<file path="config.mk">
export PLATFORM = sky130hd
export DESIGN_NAME = if_fetch_buf
export DESIGN_NICKNAME = d
export VERILOG_FILES = /design/src/rtl/if_pkg.sv /design/src/rtl/if_inst_fifo.sv /design/src/rtl/if_fetch_buf.sv
export SDC_FILE = /design/constraint.sdc
export NUM_CORES = 1
export LEC_CHECK = 0
export BUFFER_PORTS_ARGS = -buffer_cell sky130_fd_sc_hd__clkbuf_2
export CAP_MARGIN = 20
export CELL_PAD_IN_SITES_DETAIL_PLACEMENT = 1
export CELL_PAD_IN_SITES_GLOBAL_PLACEMENT = 1
export CORE_ASPECT_RATIO = 0.5
export CORE_MARGIN = 5
export CORE_UTILIZATION = 50
export CTS_CLUSTER_SIZE = 8
export DETAILED_ROUTE_END_ITERATION = 12
export PLACE_DENSITY = 0.85
export SLEW_MARGIN = 20
export SYNTH_ARGS = -nofsm -noshare
export SYNTH_HDL_FRONTEND = slang
export SYNTH_SLANG_ARGS = --single-unit
</file>
<file path="constraint.sdc">
create_clock -name cpu_clk_50M -period 10.6 [get_ports cpu_clk_50M]
set_input_delay 2.65 -clock cpu_clk_50M [delete_from_list [all_inputs] [get_ports cpu_clk_50M]]
set_output_delay 2.65 -clock cpu_clk_50M [all_outputs]
set_load 0.1 [all_outputs]
</file>
<file path="src/rtl/if_pkg.sv">
// rtl/if_pkg.sv - shared defaults, FSM encoding and fetch entry layout for the fetch buffer
// Contents:
//   IF_ADDR_W / IF_INST_W  default PC and instruction widths
//   IF_RESET_PC            default PC after reset
//   if_state_e             fetch FSM states (RUN / DRAIN / HALT)
//   if_entry_t             buffered {pc, inst, adel} entry at default widths
package if_pkg;

  localparam int          IF_ADDR_W   = 32;
  localparam int          IF_INST_W   = 32;
  localparam logic [31:0] IF_RESET_PC = 32'h0000_0000;

  typedef enum logic [1:0] {
    ST_RUN   = 2'd0,  // normal fetching
    ST_DRAIN = 2'd1,  // stale responses still owed by memory
    ST_HALT  = 2'd2   // address-error entry issued, waiting for flush/redirect
  } if_state_e;

  typedef struct packed {
    logic [IF_ADDR_W-1:0] pc;
    logic [IF_INST_W-1:0] inst;
    logic                 adel;
  } if_entry_t;

endpackage

</file>
<file path="src/rtl/if_inst_fifo.sv">
// rtl/if_inst_fifo.sv - synchronous power-of-two FIFO with clear, used for fetch buffer and pending-address queue
// Ports:
//   clk_i    clock
//   rst_ni   asynchronous active-low reset
//   clr_i    synchronous clear, overrides push/pop
//   push_i   write data_i (ignored when full unless popping in the same cycle)
//   data_i   write data
//   pop_i    advance head (ignored when empty)
//   data_o   head data (meaningful when count_o != 0)
//   count_o  occupancy, 0..DEPTH
module if_inst_fifo #(
  parameter int WIDTH = 32,
  parameter int DEPTH = 4
) (
  input  logic                     clk_i,
  input  logic                     rst_ni,
  input  logic                     clr_i,
  input  logic                     push_i,
  input  logic [WIDTH-1:0]         data_i,
  input  logic                     pop_i,
  output logic [WIDTH-1:0]         data_o,
  output logic [$clog2(DEPTH):0]   count_o
);

  localparam int AW = $clog2(DEPTH);
  localparam int CW = AW + 1;

  logic [WIDTH-1:0] mem_q [DEPTH];
  logic [AW-1:0]    rd_ptr_q;
  logic [AW-1:0]    wr_ptr_q;
  logic [CW-1:0]    count_q;
  logic             empty;
  logic             full;
  logic             do_push;
  logic             do_pop;

  assign empty   = (count_q == '0);
  assign full    = (count_q == CW'(DEPTH));
  assign do_pop  = pop_i && !empty;
  // A full FIFO still accepts a write when the head leaves in the same cycle.
  assign do_push = push_i && (!full || do_pop);

  always_ff @(posedge clk_i or negedge rst_ni) begin
    if (!rst_ni) begin
      rd_ptr_q <= '0;
      wr_ptr_q <= '0;
      count_q  <= '0;
      for (int i = 0; i < DEPTH; i++) begin
        mem_q[i] <= '0;
      end
    end else if (clr_i) begin
      rd_ptr_q <= '0;
      wr_ptr_q <= '0;
      count_q  <= '0;
    end else begin
      if (do_push) begin
        mem_q[wr_ptr_q] <= data_i;
        wr_ptr_q        <= wr_ptr_q + AW'(1);
      end
      if (do_pop) begin
        rd_ptr_q <= rd_ptr_q + AW'(1);
      end
      case ({do_push, do_pop})
        2'b10:   count_q <= count_q + CW'(1);
        2'b01:   count_q <= count_q - CW'(1);
        default: count_q <= count_q;
      endcase
    end
  end

  assign data_o  = mem_q[rd_ptr_q];
  assign count_o = count_q;

endmodule

</file>
<file path="src/rtl/if_fetch_buf.sv">
// rtl/if_fetch_buf.sv - instruction fetch stage with multiple outstanding requests and a DEPTH-entry buffer to ID
// Optional feature: define IF_ADEL_CHK_EN to turn misaligned fetch PCs into an address-error
// entry (id_adel=1) and halt fetching until flush/redirect.
// Ports:
//   cpu_clk_50M      clock
//   cpu_rst_n        asynchronous active-low reset
//   flush            exception flush, highest priority, restarts at cp0_excaddr
//   cp0_excaddr      exception handler address
//   redirect_valid   taken branch/jump from ID, restarts at redirect_addr
//   redirect_addr    branch/jump target
//   ice / iaddr      memory request valid / address (RESET_PC while idle)
//   irdy             memory accepts the request this cycle
//   inst_valid_in    in-order response valid
//   inst_in          response instruction
//   id_valid         buffer head valid
//   id_ready         ID consumes the head
//   id_pc / id_inst  head PC / instruction (0 when id_valid=0)
//   id_pc_plus_4     id_pc + 4, wrapping
//   id_adel          head carries an address-error flag
module if_fetch_buf
  import if_pkg::*;
#(
  parameter int                ADDR_W   = IF_ADDR_W,
  parameter int                INST_W   = IF_INST_W,
  parameter int                DEPTH    = 4,
  parameter logic [ADDR_W-1:0] RESET_PC = ADDR_W'(IF_RESET_PC)
) (
  input  logic              cpu_clk_50M,
  input  logic              cpu_rst_n,
  input  logic              flush,
  input  logic [ADDR_W-1:0] cp0_excaddr,
  input  logic              redirect_valid,
  input  logic [ADDR_W-1:0] redirect_addr,
  output logic              ice,
  output logic [ADDR_W-1:0] iaddr,
  input  logic              irdy,
  input  logic              inst_valid_in,
  input  logic [INST_W-1:0] inst_in,
  output logic              id_valid,
  input  logic              id_ready,
  output logic [ADDR_W-1:0] id_pc,
  output logic [INST_W-1:0] id_inst,
  output logic [ADDR_W-1:0] id_pc_plus_4,
  output logic              id_adel
);

  localparam int CW = $clog2(DEPTH) + 1;

  // Same layout as if_entry_t, but sized by this instance's parameters.
  typedef struct packed {
    logic [ADDR_W-1:0] pc;
    logic [INST_W-1:0] inst;
    logic              adel;
  } entry_t;

  localparam int EW = $bits(entry_t);

  if_state_e         state_q, state_d;
  logic [ADDR_W-1:0] fetch_pc_q, fetch_pc_d;
  logic [CW-1:0]     discard_q, discard_d;

  logic              kill;
  logic [CW-1:0]     pending;
  logic [CW:0]       in_use;
  logic              credit_ok;
  logic              resp_keep;
  logic              resp_drop;
  logic              accept;
  logic              misaligned;
  logic              adel_push;

  logic [CW-1:0]     pq_count;
  logic [ADDR_W-1:0] pq_head;

  logic              buf_push;
  logic              buf_pop;
  logic [CW-1:0]     buf_count;
  entry_t            buf_wdata;
  entry_t            buf_head;
  logic [EW-1:0]     buf_wvec;
  logic [EW-1:0]     buf_rvec;

  assign kill = flush | redirect_valid;

  // Responses still owed by memory: the ones to be thrown away plus the ones
  // whose PC is waiting in the pending-address queue.
  assign pending   = discard_q + pq_count;
  assign in_use    = {1'b0, pending} + {1'b0, buf_count};
  // Every outstanding request has a reserved buffer slot, so a kept response
  // can never find the buffer full.
  assign credit_ok = (in_use < (CW+1)'(DEPTH));

  assign resp_keep = inst_valid_in && (discard_q == '0);
  assign resp_drop = inst_valid_in && (discard_q != '0);

`ifdef IF_ADEL_CHK_EN
  assign misaligned = (fetch_pc_q[1:0] != 2'b00);
  // The error entry goes in only after every older response has landed, so it
  // stays in program order behind them.
  assign adel_push  = misaligned && (state_q != ST_HALT) && !kill &&
                      credit_ok && (pending == '0);
`else
  assign misaligned = 1'b0;
  assign adel_push  = 1'b0;
`endif

  assign ice    = cpu_rst_n && !kill && credit_ok && !misaligned && (state_q != ST_HALT);
  assign iaddr  = ice ? fetch_pc_q : RESET_PC;
  assign accept = ice && irdy;

  always_comb begin
    buf_wdata = '0;
    if (adel_push) begin
      buf_wdata.pc   = fetch_pc_q;
      buf_wdata.inst = '0;
      buf_wdata.adel = 1'b1;
    end else begin
      buf_wdata.pc   = pq_head;
      buf_wdata.inst = inst_in;
      buf_wdata.adel = 1'b0;
    end
  end

  assign buf_push = resp_keep || adel_push;
  assign buf_pop  = id_valid && id_ready;
  assign buf_wvec = buf_wdata;
  assign buf_head = entry_t'(buf_rvec);

  // Next PC, discard count and FSM state.
  always_comb begin
    fetch_pc_d = fetch_pc_q;
    discard_d  = discard_q;
    state_d    = state_q;

    if (flush) begin
      fetch_pc_d = cp0_excaddr;
    end else if (redirect_valid) begin
      fetch_pc_d = redirect_addr;
    end else if (accept) begin
      fetch_pc_d = fetch_pc_q + ADDR_W'(4);
    end

    if (kill) begin
      // A response landing this cycle is already accounted for and is not owed.
      discard_d = pending - CW'(inst_valid_in);
    end else begin
      discard_d = discard_q - CW'(resp_drop);
    end

    if (kill) begin
      state_d = (discard_d != '0) ? ST_DRAIN : ST_RUN;
    end else begin
      case (state_q)
        ST_RUN:   if (adel_push) state_d = ST_HALT;
        ST_DRAIN: if (discard_d == '0) state_d = ST_RUN;
        ST_HALT:  state_d = ST_HALT;
        default:  state_d = ST_RUN;
      endcase
    end
  end

  always_ff @(posedge cpu_clk_50M or negedge cpu_rst_n) begin
    if (!cpu_rst_n) begin
      state_q    <= ST_RUN;
      fetch_pc_q <= RESET_PC;
      discard_q  <= '0;
    end else begin
      state_q    <= state_d;
      fetch_pc_q <= fetch_pc_d;
      discard_q  <= discard_d;
    end
  end

  // PCs of live requests, popped in order as their responses arrive.
  if_inst_fifo #(
    .WIDTH (ADDR_W),
    .DEPTH (DEPTH)
  ) u_pend_q (
    .clk_i   (cpu_clk_50M),
    .rst_ni  (cpu_rst_n),
    .clr_i   (kill),
    .push_i  (accept),
    .data_i  (fetch_pc_q),
    .pop_i   (resp_keep),
    .data_o  (pq_head),
    .count_o (pq_count)
  );

  // {pc, inst, adel} entries waiting for ID.
  if_inst_fifo #(
    .WIDTH (EW),
    .DEPTH (DEPTH)
  ) u_buf_q (
    .clk_i   (cpu_clk_50M),
    .rst_ni  (cpu_rst_n),
    .clr_i   (kill),
    .push_i  (buf_push),
    .data_i  (buf_wvec),
    .pop_i   (buf_pop),
    .data_o  (buf_rvec),
    .count_o (buf_count)
  );

  assign id_valid     = (buf_count != '0);
  assign id_pc        = id_valid ? buf_head.pc : '0;
  assign id_inst      = id_valid ? buf_head.inst : '0;
  assign id_pc_plus_4 = id_valid ? (buf_head.pc + ADDR_W'(4)) : '0;
  // Only the address-error path ever writes adel=1.
  assign id_adel      = id_valid && buf_head.adel;

endmodule
</file>
==> key figures <==
Die
  – Chip Height: 157 um
  – Core area: 42,300 um^2
  – Starting Density: 51.0%
  – Die width: 304 um
  – Row count: 53
  – Die area: 47,700 um^2
  – Boundary Pins: 234

Synthesis
  – Post-synth ARST share: 100%
  – Post-synth EDFFs: 0
  – Mean post-synth cell area: 13.5 um^2
  – Yosys warns: 0
  – Mapped Area: 21,600 um^2
  – Synth Instances: 1,603
  – Post-synthesis sequential area ratio: 50.4%
  – Ys flop type: dfrtp_1
  – Distinct cells, synth: 60
  – Synthesized flop and latch total: 435
  – Mapped Nets: 1,726

Power
  – Total power: 4790 uW
  – Pwr dens: 194 nW/um^2
  – Worst vdd ir: 0.129 mV
  – Static Leak: 0.0118 uW

CTS
  – Reg clk slew, reported paths: 0.05 ns
  – H-tree Lvls: 2
  – Root buffer cell: clkbuf_16
  – CTS tree: yes
  – TritonCTS Sinks: 435
  – Clock Tree Buf Depth: 3
  – CTS Hold Bufs: 0
  – Setup Buffers After CTS: 0
  – Worst-Skew Late Latency: 0.61 ns
  – Post-CTS resize count: 0
  – TritonCTS Buffers: 60

Critical path
  – Worst Path Arrival: 5.16 ns
  – Critical Path Max Stage Delay: 0.70 ns
  – Worst-path fanout max: 108
  – WS Path Type: in2out
  – Crit path required time: 7.95 ns
  – CP cell instances: buf_8, nor4b_2, and4_2, and2_1, clkbuf_2
  – Type of origin of the critical path: primary input
  – Crit-path slowest cell: and4_2
  – Crit. End Element: primary output

Job
  – Max Cap Viol: 0

Cells and area
  – Commonest non-fill, non-tap cell in the layout: dfrtp_1
  – N_diodes: 0
  – Most frequent cells in the layout: 431 x dfrtp_1, 379 x mux2_2, 231 x clkbuf_2, 96 x and2_1, 95 x mux4_2
  – Post-route cell area: 24,600 um^2
  – Area Growth Syn to Fin: 14.2%
  – Layout cells sized above 1: 46.0%
  – Nets: 1,913

Timing
  – Tcrit/Tclk final: 73.7%
  – Worst-margin pin slew: 1.10 ns
  – Endpoints failing hold: 0
  – Post-layout min period: 7.81 ns
  – Final setup viols: 0
  – Skew final: 0.0310 ns
  – Final Max Tran Viols: 0
  – Max Freq: 0.128 GHz
  – RSZ-0062 raised after global routing: false
  – Headroom to the max-slew limit: 27.0%
  – Setup TNS: 0 ns

Route
  – Avg WL per Cell: 25.4 um
  – Routed WL: 60,200 um
  – First drt pass iteration count: 4
  – Via count: 14,106
  – Post-route ant nets: 0
  – Via density per instance: 5.95
  – Iter 0 DRT Violations: 881
  – Drt drc: 0

GRT
  – Initial antenna violation count: 1
  – Global-route wire length before repair: 95,200 um
  – Pin count of the biggest net entering global routing: 109
  – Overflow after GRT: 0
  – Tot GR Track Use: 25.3%
  – Vias in the first global route: 16,196

Placed design
  – Post-placement cell area: 23,100 um^2
  – Detailed Place HPWL: 37,100 um
  – Routability cong.: 0.755
  – PortBufs: 232

Worst hold path
  – Hold Path Class: reg2reg

Outcome
  – Status: complete, no violations
[routing by layer]
layer	GRT usage (%)	up-vias	share of wire, %
li1	-	6141	-
met1	32.4	7550	42
met2	45.5	309	52
met3	3.94	106	4.0
met4	7.30	0	2.7
met5	0	-	0
[kinds of logic (layout without fill, tap and decap cells)]
| family | Yosys count | count (layout) | share of synthesized area, % |
|---|---|---|---|
| simple gates | 346 | 346 | 9.12 |
| flops | 435 | 435 | 50.4 |
| xor+xnor | 56 | 56 | 2.27 |
| compound gates | 103 | 103 | 2.83 |
| mux | 501 | 501 | 31.0 |
| other cells | 1 | 1 | 0.0174 |
| fa+ha+maj | 20 | 20 | 1.26 |
| buf+inv | 141 | 331 | 3.05 |
[flip-flops by register name, summed over array words and instances, names as in the netlist]
| register | cells |
|---|---|
| discard_q | 3 |
| u_buf_q.wr_ptr_q | 2 |
| u_pend_q.count_o | 3 |
| u_pend_q.rd_ptr_q | 2 |
| fetch_pc_q | 32 |
| state_q | 2 |
| u_buf_q.mem_q | 256 |
| u_pend_q.mem_q | 128 |
| u_buf_q.rd_ptr_q | 2 |
| u_buf_q.count_o | 3 |
| u_pend_q.wr_ptr_q | 2 |
[worst max-delay path, delay by kind of cell]
family,cells,cell delay (ns)
buffers and inverters,2,1.03
AND/OR/NAND/NOR,3,1.39
[power breakdown]
part           leakage, uW  total, uW  internal, uW  switching [uW]
Clock             0.000763       1700           993             711
Sequential         0.00586       2070          1890             186
Combinational      0.00516       1010           441             573
Total               0.0118       4790          3320            1470
[per-stage QoR]
| stage | worst slack, ns | util (%) | hold WS, ns | instances |
|---|---|---|---|---|
| 4_1_cts | 2.43 | 58.2 | 0.497 | 2370 |
| 6_report | 2.79 | 58.3 | 0.492 | 2370 |
| 5_1_grt | 2.52 | 58.3 | 0.505 | 2370 |
| 3_5_place_dp | 2.47 | 54.5 | 0.485 | 2305 |
| 3_3_place_gp | 2.60 | 54.5 | 0.470 | 2305 |
| 2_1_floorplan | 2.69 | - | 0.459 | 1603 |
[final cells by class]
| cell class | count | area (um^2) |
|---|---|---|
| Fill cell | 4191 | 17700 |
| Clock inverter | 3 | 57.6 |
| Multi-Input combinational cell | 1027 | 10100 |
| Sequential cell | 435 | 10900 |
| Timing Repair Buffer | 247 | 1290 |
| Clock buffer | 62 | 1510 |
| Tap cell | 577 | 722 |
| Inverter | 19 | 71.3 |
[Yosys cell counts, types with 21 or more instances]
| library cell | number | area, um^2 |
|---|---|---|
| clkbuf_1 | 61 | 229 |
| a21oi_1 | 32 | 160 |
| buf_2 | 37 | 185 |
| mux2i_1 | 21 | 210 |
| dfrtp_1 | 435 | 10900 |
| mux4_2 | 95 | 2140 |
| nand3_1 | 24 | 120 |
| mux2_2 | 379 | 4270 |
| and2_1 | 96 | 601 |
| xnor2_1 | 38 | 333 |
| o21ai_0 | 38 | 190 |
| nand2_1 | 64 | 240 |
| nor2_1 | 69 | 259 |
[path summary, 6_finish.rpt]
kind / slack (ns) / to / from / cells past startpoint
worst max register to register: 5.95 / u_pend_q.mem_q[115] / u_pend_q.count_o[0] / 9
worst min-delay path: 0.49 / u_pend_q.mem_q[127] / u_pend_q.mem_q[127] / 1
min in group asynchronous: 2.09 / u_pend_q.mem_q[5] / cpu_rst_n / 1
max in group asynchronous: 6.47 / u_buf_q.mem_q[146] / cpu_rst_n / 3
worst min register to register: 0.49 / u_pend_q.mem_q[127] / u_pend_q.mem_q[127] / 1
worst max-delay path: 2.79 / iaddr[20] / cpu_rst_n / 5
No activity file was read; power rests on OpenSTA's default activity.
